$ cat src/rtl/ccff_chain_loader.sv
`default_nettype none
// ============================================================================
// Module   : ccff_chain_loader
// Purpose  : Serialises host bitstream words onto a configuration flip-flop
//            chain and optionally recirculates it once for a CRC check.
// Revision : 1.0 - initial release
// ============================================================================
module ccff_chain_loader #(
    parameter int CHAIN_LEN = 105,
    parameter int WORD_W    = 8,
    parameter int CNT_W     = 16
) (
    input  logic              prog_clock,
    input  logic              prog_reset_n,
    input  logic              start,
    input  logic              verify_en,
    input  logic              abort,
    input  logic              word_valid,
    input  logic [WORD_W-1:0] word_data,
    output logic              word_ready,
    output logic              ccff_head,
    output logic              config_enable,
    input  logic              ccff_tail,
    output logic              busy,
    output logic              done,
    output logic              error,
    output logic [CNT_W-1:0]  bit_count
);

    localparam int                 c_REM_W     = $clog2(WORD_W + 1);
    localparam logic [CNT_W-1:0]   c_LEN       = CNT_W'(CHAIN_LEN);
    localparam logic [CNT_W-1:0]   c_LEN_M1    = CNT_W'(CHAIN_LEN - 1);
    localparam logic [CNT_W-1:0]   c_NWORDS    = CNT_W'((CHAIN_LEN + WORD_W - 1) / WORD_W);
    localparam logic [CNT_W-1:0]   c_CNT_ONE   = CNT_W'(1);
    localparam logic [c_REM_W-1:0] c_REM_ONE   = c_REM_W'(1);
    localparam logic [c_REM_W-1:0] c_WORD_BITS = c_REM_W'(WORD_W);
    localparam logic [15:0]        c_CRC_INIT  = 16'hFFFF;
    localparam logic [15:0]        c_CRC_POLY  = 16'h1021;

    typedef enum logic [1:0] {
        S_IDLE   = 2'd0,
        S_LOAD   = 2'd1,
        S_VERIFY = 2'd2,
        S_DONE   = 2'd3
    } state_t;

    state_t              r_state;
    state_t              w_state_nxt;
    logic [WORD_W-1:0]   r_shreg;
    logic [c_REM_W-1:0]  r_rem;
    logic [CNT_W-1:0]    r_words;
    logic [CNT_W-1:0]    r_bit_count;
    logic [15:0]         r_tx_crc;
    logic [15:0]         r_rx_crc;
    logic                r_verify;
    logic                r_error;
    logic                r_head;
    logic                r_cfg_en;
    logic                w_emit;
    logic                w_accept;
    logic [15:0]         w_rx_nxt;

    function automatic logic [15:0] crc_upd(input logic [15:0] crc, input logic b);
        logic fb;
        fb = crc[15] ^ b;
        return {crc[14:0], 1'b0} ^ (fb ? c_CRC_POLY : 16'h0000);
    endfunction

    assign w_rx_nxt = crc_upd(r_rx_crc, ccff_tail);

    always_ff @(posedge prog_clock or negedge prog_reset_n) begin
        if (!prog_reset_n) begin
            r_state <= S_IDLE;
        end else begin
            r_state <= w_state_nxt;
        end
    end

    always_comb begin
        w_state_nxt = r_state;
        word_ready  = 1'b0;
        w_accept    = 1'b0;
        w_emit      = 1'b0;
        case (r_state)
            S_IDLE: begin
                if (start) w_state_nxt = S_LOAD;
            end
            S_LOAD: begin
                word_ready = (r_rem <= c_REM_ONE) && (r_words < c_NWORDS);
                w_accept   = word_valid && word_ready;
                w_emit     = (r_rem != '0) && (r_bit_count < c_LEN);
                // bit_count reaching CHAIN_LEN marks the final shift cycle
                if (r_bit_count == c_LEN) w_state_nxt = r_verify ? S_VERIFY : S_DONE;
            end
            S_VERIFY: begin
                if (r_bit_count == c_LEN_M1) w_state_nxt = S_DONE;
            end
            S_DONE: begin
                if (start) w_state_nxt = S_LOAD;
            end
            default: w_state_nxt = S_IDLE;
        endcase
        if (abort) w_state_nxt = S_IDLE;
    end

    always_ff @(posedge prog_clock or negedge prog_reset_n) begin
        if (!prog_reset_n) begin
            r_shreg     <= '0;
            r_rem       <= '0;
            r_words     <= '0;
            r_bit_count <= '0;
            r_tx_crc    <= c_CRC_INIT;
            r_rx_crc    <= c_CRC_INIT;
            r_verify    <= 1'b0;
            r_error     <= 1'b0;
            r_head      <= 1'b0;
            r_cfg_en    <= 1'b0;
        end else if (abort) begin
            r_rem       <= '0;
            r_words     <= '0;
            r_bit_count <= '0;
            r_verify    <= 1'b0;
            r_error     <= 1'b0;
            r_head      <= 1'b0;
            r_cfg_en    <= 1'b0;
        end else begin
            case (r_state)
                S_IDLE, S_DONE: begin
                    if (start) begin
                        r_rem       <= '0;
                        r_words     <= '0;
                        r_bit_count <= '0;
                        r_tx_crc    <= c_CRC_INIT;
                        r_rx_crc    <= c_CRC_INIT;
                        r_verify    <= verify_en;
                        r_error     <= 1'b0;
                        r_cfg_en    <= 1'b0;
                    end
                end
                S_LOAD: begin
                    r_cfg_en <= w_emit;
                    if (w_emit) begin
                        r_head      <= r_shreg[0];
                        r_tx_crc    <= crc_upd(r_tx_crc, r_shreg[0]);
                        r_shreg     <= r_shreg >> 1;
                        r_rem       <= r_rem - c_REM_ONE;
                        r_bit_count <= r_bit_count + c_CNT_ONE;
                    end
                    // a new word overwrites the register as its last bit leaves
                    if (w_accept) begin
                        r_shreg <= word_data;
                        r_rem   <= c_WORD_BITS;
                        r_words <= r_words + c_CNT_ONE;
                    end
                    if (r_bit_count == c_LEN) begin
                        if (r_verify) r_bit_count <= '0;
                        else          r_error     <= 1'b0;
                    end
                end
                S_VERIFY: begin
                    r_rx_crc    <= w_rx_nxt;
                    r_head      <= ccff_tail;
                    r_bit_count <= r_bit_count + c_CNT_ONE;
                    if (r_bit_count == c_LEN_M1) r_error <= (w_rx_nxt != r_tx_crc);
                end
                default: ;
            endcase
        end
    end

    assign config_enable = (r_state == S_VERIFY) || ((r_state == S_LOAD) && r_cfg_en);
    assign ccff_head     = (r_state == S_VERIFY) ? ccff_tail : r_head;
    assign busy          = (r_state == S_LOAD) || (r_state == S_VERIFY);
    assign done          = (r_state == S_DONE);
    assign error         = r_error;
    assign bit_count     = r_bit_count;

endmodule
`default_nettype wire

$ cat config.mk
export PLATFORM = sky130hd
export DESIGN_NAME = ccff_chain_loader
export DESIGN_NICKNAME = d
export VERILOG_FILES = /design/src/rtl/ccff_chain_loader.sv
export SDC_FILE = /design/constraint.sdc
export NUM_CORES = 1
export LEC_CHECK = 0
export BUFFER_PORTS_ARGS = -buffer_cell sky130_fd_sc_hd__buf_2
export CAP_MARGIN = 40
export CORE_MARGIN = 3
export CORE_UTILIZATION = 45
export DETAILED_ROUTE_END_ITERATION = 10
export PLACE_DENSITY = 0.67
export RECOVER_POWER = 25
export SYNTH_ARGS = -nofsm -noshare
export SYNTH_HDL_FRONTEND = slang
export SYNTH_SLANG_ARGS = --single-unit
$ cat constraint.sdc
create_clock -name prog_clock -period 1.9 [get_ports prog_clock]
set_input_delay 0.285 -clock prog_clock [delete_from_list [all_inputs] [get_ports prog_clock]]
set_output_delay 0.285 -clock prog_clock [all_outputs]
set_load 0.02 [all_outputs]
# Word level (Yosys, flattened, before mapping)
# Cells that the tools add are included.
dict set report totals {
  inputBits 15
  ram_bits 0
  memories 0
  reg_bits 82
  rom_bits 0
  out_inout_bits 22
  latchBits 0
  elab_cells 109
}
dict set report op_classes {
  div 0
  shifts 0
  order_cmp 3
  mux 46
  addsub 3
  n_eq_ne 15
  n_reduce_logical 26
  bitwise_logic 5
  multipliers 0
}
# cell count
set op_table {}
lappend op_table {{$mux W16} 9}
lappend op_table {{$pmux W16 S2} 3}
lappend op_table {{$pmux W16 S3} 1}
lappend op_table {{$add A16 B1 Y16 const B} 2}
lappend op_table {{$eq A16 B7 Y1 const B} 2}
lappend op_table {{$xor A16 B13 Y16} 2}
lappend op_table {{$mux W13} 2}
lappend op_table {{$lt A16 B4 Y1 const B} 1}
lappend op_table {{$lt A16 B7 Y1 const B} 1}
lappend op_table {{$mux W1} 16}
lappend op_table {{$mux W4} 4}
lappend op_table {{$mux W8} 2}
lappend op_table {{$ne A16 B16 Y1} 1}
lappend op_table {{$ne A3 B3 Y1 const B} 5}
lappend op_table {{$reduce_and A3 Y1} 5}
lappend op_table {{$reduce_bool A2 Y1} 5}
lappend op_table {{$mux W2} 4}
lappend op_table {{$pmux W4 S2} 1}
lappend op_table {{$reduce_and A4 Y1} 2}
lappend op_table {{$pmux W2 S3} 1}
lappend op_table {{$reduce_and A2 Y1} 3}
lappend op_table {{$reduce_bool A3 Y1} 2}
lappend op_table {{$eq A2 B2 Y1 const B} 2}
lappend op_table {{$le A4 B1 Y1 const B} 1}
lappend op_table {{15 further kinds} 21}

# Longest topological paths before layout
dict set report depth {
  word_depth 8
  depth_mapped 9
  depth_no_buf 8
}

# Worst setup path after synthesis
# No wires, ideal clock.
dict set report synth_timing {
  path_type {reg2reg}
  from {reg r_bit_count[11] (netlist: bit_count[11])}
  to {reg r_tx_crc[10]}
  path_stages_with_launch 7
  setup_slack_ps -282
  synth_period_minus_slack_ps 2182
  setup_time_ps 96
  path_buffers 1
  required_time_ps 1804
  arrival_ps 2086
  path_cell_list {dfrtp_1 -> nor4_4 -> nand2_2 -> or4_4 -> a21boi_4 -> buf_2 -> a31oi_1}
}
dict set report synth_via {
  elab_chain_len 5
}
# item line
set synth_rtl {}
lappend synth_rtl {{start: declaration} 52} ;# logic [CNT_W-1:0] r_bit_count;
lappend synth_rtl {{start signal: assignment} 147} ;# r_bit_count <= r_bit_count + c_CNT_ONE;
lappend synth_rtl {{start signal: assignment} 163} ;# r_bit_count <= r_bit_count + c_CNT_ONE;
lappend synth_rtl {{$lt A16 B7 Y1} 91} ;# w_emit = (r_rem != '0) && (r_bit_count < c_LEN);
lappend synth_rtl {{$logic_and A1 B1 Y1} 91}
lappend synth_rtl {{$mux W1} 84} ;# case (r_state)
lappend synth_rtl {{$ne A2 B2 Y1 (no line)} --}
lappend synth_rtl {{$reduce_and A4 Y1 (no line)} --}
lappend synth_rtl {{end signal: assignment} 112} ;# r_tx_crc <= c_CRC_INIT;
lappend synth_rtl {{end signal: assignment} 133} ;# r_tx_crc <= c_CRC_INIT;
lappend synth_rtl {{end signal: assignment} 144} ;# r_tx_crc <= crc_upd(r_tx_crc, r_shreg[0]);
lappend synth_rtl {{end: declaration} 53} ;# logic [15:0] r_tx_crc;
# No other way between the ends.
# A chain may end at the register's enable or synchronous reset.

# Worst setup path in the final report
dict set report layout_timing {
  from {reg r_bit_count[4] (netlist: bit_count[4])}
  to {reg r_bit_count[5] (netlist: bit_count[5])}
}
dict set report layout_via {
  elab_chain_len 8
  word_cells_on_any_way 10
  cone_classes {add/sub: 1; order compare: 1; eq/ne: 1; mux: 6; reduce/logical: 1}
}
# item line
set layout_rtl {}
lappend layout_rtl {{$lt A16 B7 Y1} 91}
lappend layout_rtl {{$logic_and A1 B1 Y1} 91}
lappend layout_rtl {{$mux W1} 84}
lappend layout_rtl {{$mux W16} 142} ;# if (w_emit) begin
lappend layout_rtl {{$mux W16} 156} ;# if (r_verify) r_bit_count <= '0;
lappend layout_rtl {{$mux W16} 155} ;# if (r_bit_count == c_LEN) begin
lappend layout_rtl {{$pmux W16 S3 (*)} 127} ;# case (r_state)
lappend layout_rtl {{$mux W16 (*)} 118} ;# end else if (abort) begin
# Mark *: on every way between the ends. The rest lies on a longest branch, timed or not.

==> flow_summary_export.csv <==
group,metric,value,unit
timing,fin_crit,2160,ps
final_layout,fin_cells,721,
hold_path,min_from,"word_data[7]",
final_layout,final_util,67.1,%
synthesis,avgSynthCellArea,9.80,sq um
global_route,grt_pass1_vias,4035,
clocking,clockBufferDepth,2,
setup_path,r2r-end,"bit_count[5]",
synthesis,yosysSeqAreaShare,47.9,%
final_layout,drive_gt1_share,49.8,%
setup_path,crit_top_cell,"buf_6",
power_and_ir_drop,pwr-share-clk,13.1,%
floorplan,die_h,104,um
detailed_routing,dr_total_vias,4015,
placement,hpwl,8110,um
detailed_routing,avgViaCountPerCell,5.57,
placement,place.port_buffers,36,
global_route,grt_pass1_wl,19300,um
clocking,clk_pin_slew_worst_paths,90,ps
power_and_ir_drop,power_frac_comb,58.0,%
floorplan,fp.dieW,104,um
clocking,cts-htree-levels,3,
floorplan,core,0.00933,sq mm
final_layout,final_common_cell,"buf_4",
outcome,violations,"negative setup slack",
power_and_ir_drop,p_leak,2.80,nW
synthesis,synth_cell_types,56,
timing,timing.fmax,462,MHz
power_and_ir_drop,ir_worst_vdd,0.923,mV
detailed_routing,dr.pass1.iters,5,
run,maxCapViolations,0,
setup_path,critPathArrivalTime,2390,ps
timing,final_hold_viol_count,0,
floorplan,rows,35,
synthesis,netlist_instances,445,
timing,finalCritPeriodShare,114,%
global_route,grt_max_degree,46,
final_layout,area_growth,43.5,%
floorplan,start_util,46.8,%
timing,worst_slack,-262,ps
synthesis,synth_edf_count,0,
timing,setup_viol,48,
power_and_ir_drop,p_sw,3.74,mW
global_route,antenna_found_initial,0,
setup_path,setup.worst_path.class,"reg -> reg",
setup_path,max_stage_delay,430,ps
setup_path,worstRegToRegCells,9,
timing,slew_headroom,10.2,%
clocking,cts_sinks,82,
synthesis,ys_async_sr_fraction,100,%
setup_path,cp_cell_sequence,"buf_6 > nor4bb_4 > buf_4 > nand4_1 > and2_4 > a21oi_4 > buf_6 > nand2b_4 > o31ai_4",
synthesis,syn_nets,471,
hold_path,hold_depth,3,
final_layout,diodes,0,
power_and_ir_drop,p_per_area,1500,mW/mm^2
global_route,track_usage,21.7,%
power_and_ir_drop,sw_frac_of_total,39.9,%
setup_path,start_kind,"flip-flop",
hold_path,hold-path-endpoint,"r_shreg[7]",
clocking,numCtsBuffers,9,
synthesis,netlist_area,0.00436,sq mm
hold_path,hp-class,"in -> reg",
final_layout,final_cell_mix,"91 x buf_4, 40 x dfrtp_1, 35 x buf_2",
synthesis,synth.ff_latch_count,82,
global_route,grt_overflow,0,
setup_path,reg2reg_setup_slack,-260,ps
clocking,worstSkewPairLatency,350,ps
placement,place_congestion,0.891,
synthesis,synth-main-ff-cell,"dfrtp_1",
placement,dp_slack,-301,ps
setup_path,worstPathRequired,2130,ps
setup_path,r2r_start,"bit_count[4]",
power_and_ir_drop,power_frac_seq,28.8,%
final_layout,final_nets,613,
clocking,clock-root-buffer,"clkbuf_8",
timing,finClkSkew,7.17,ps
floorplan,ios,37,
floorplan,fp.dieArea,0.0109,sq mm
timing,finalMaxSlewViolations,0,
synthesis,synth-warning-count,0,
outcome,status,"finished, violations left",
detailed_routing,ant_nets,0,
setup_path,critPathSlowestCell,"dfrtp_2",
placement,postPlaceCellArea,0.00533,sq mm
setup_path,end_kind,"flip-flop",
detailed_routing,drt_iter0_markers,238,
power_and_ir_drop,p_int,5.64,mW
power_and_ir_drop,fin_total_pwr,9.38,mW
setup_path,cp-startpoint,"bit_count[4]",
detailed_routing,routedWlPerCell,16.9,um
detailed_routing,drt_drc_violations_left,0,
detailed_routing,drt_wl_total,12200,um
placement,dp_cells,676,
final_layout,final_cell_area,0.00626,sq mm
setup_path,cp_max_fo,4,
timing,tightest_slew,1350,ps
timing,rsz0062_at_grt,"true",
clocking,cts_tree,"yes",
-- metal layers --
metal / vias up / share of wire (%) / track usage, %
li1: 1891 / - / -
met1: 2016 / 42 / 27.4
met2: 90 / 53 / 37.8
met3: 18 / 2.8 / 3.23
met4: 0 / 1.8 / 7.60
met5: - / 0 / 0
-- kinds of logic (layout without fill, tap and decap cells) --
group           count (synthesis)  count (layout)  synth area share (%)
flops                          82              82                  47.9
mux                             4               4                 0.946
simple gates                  143             143                  18.0
xor+xnor                       22              22                  4.42
fa+ha+maj                      11              11                  3.15
buf+inv                        50             197                  4.56
compound gates                133             133                  21.0
-- layout make-up --
cell class / count / area [sq um]
clock buffer: 13 / 170
sequential: 82 / 2100
timing repair buffer: 150 / 1160
multi-input combinational: 313 / 2530
fill: 714 / 3070
clock inverter: 3 / 20.0
inverter: 31 / 116
tap: 129 / 161
-- state kept, by name (all words and copies together) (netlist names) --
signal	flops
bit_count	16
r_rx_crc	16
r_tx_crc	16
r_words	16
r_shreg	8
r_rem	4
r_state	2
error	1
r_cfg_en	1
r_head	1
r_verify	1
-- Yosys cell counts, types with 5 or more instances --
cell       n  share of area, %
nor3_1     8              0.92
o22a_1    31               6.2
inv_1     31               2.7
and2_1    16               2.3
nor4_1     5              0.72
dfstp_2   32                19
xor2_1     6               1.2
nor2_1    35               3.0
and3_1     5              0.72
nand3_1   13               1.5
nand2_1   26               2.2
clkbuf_1  13               1.1
nand2b_1   5              0.72
o21ai_0   31               3.6
dfrtp_1   50                29
nand4_1   10               1.4
a31oi_1   18               2.6
ha_1      11               3.2
xnor2_1   16               3.2
o31ai_1    5              0.86
a21oi_1   18               2.1
-- worst max-delay path by stage --
stage	end	slack, ps	depth (start not counted)
after floorplan	r_tx_crc[11]	-190	7
final	bit_count[5]	-260	9
after CTS	bit_count[15]	-280	7
after global placement	r_shreg[1]	-220	6
after global routing	bit_count[9]	-360	11
after detailed placement	r_shreg[7]	-300	6
-- critical path, delay by kind of cell, from the launching register on --
kind,cells,cell delay (ps)
DFF,1,430
and+or+nand+nor,4,950
AOI/OAI and AO/OA,2,240
buffers and inverters,3,420
-- per-stage QoR --
| stage | hold WS (ps) | TNS [ps] |
|---|---|---|
| after global placement | 208 | -6760 |
| after CTS | 150 | -7790 |
| final | 161 | -7770 |
| after floorplan | -10.6 | -4520 |
| after global routing | 151 | -12600 |
| after detailed placement | 214 | -9510 |
-- power groups by stage --
stage	registers [mW]	clock network [mW]	logic, mW
after floorplan	2.66	0	2.43
after global placement	2.69	0	3.82
after detailed placement	2.71	0	3.90
after CTS	2.68	1.26	4.74
after global routing	2.77	1.32	5.82
final	2.71	1.23	5.45
-- what timing repair did --
| item | 4_1_cts | 5_1_grt |
|---|---|---|
| endpoints found under the hold margin | 6 | 0 |
| setup endpoints to repair | 54 | 59 |
| pin swaps | 30 | 31 |
| gates cloned | 2 | 1 |
| buffers inserted | 17 | 9 |
| gates resized for setup | 79 | 63 |
| hold buffers | 1 | 0 |
Power figures use the tool's default switching activity.
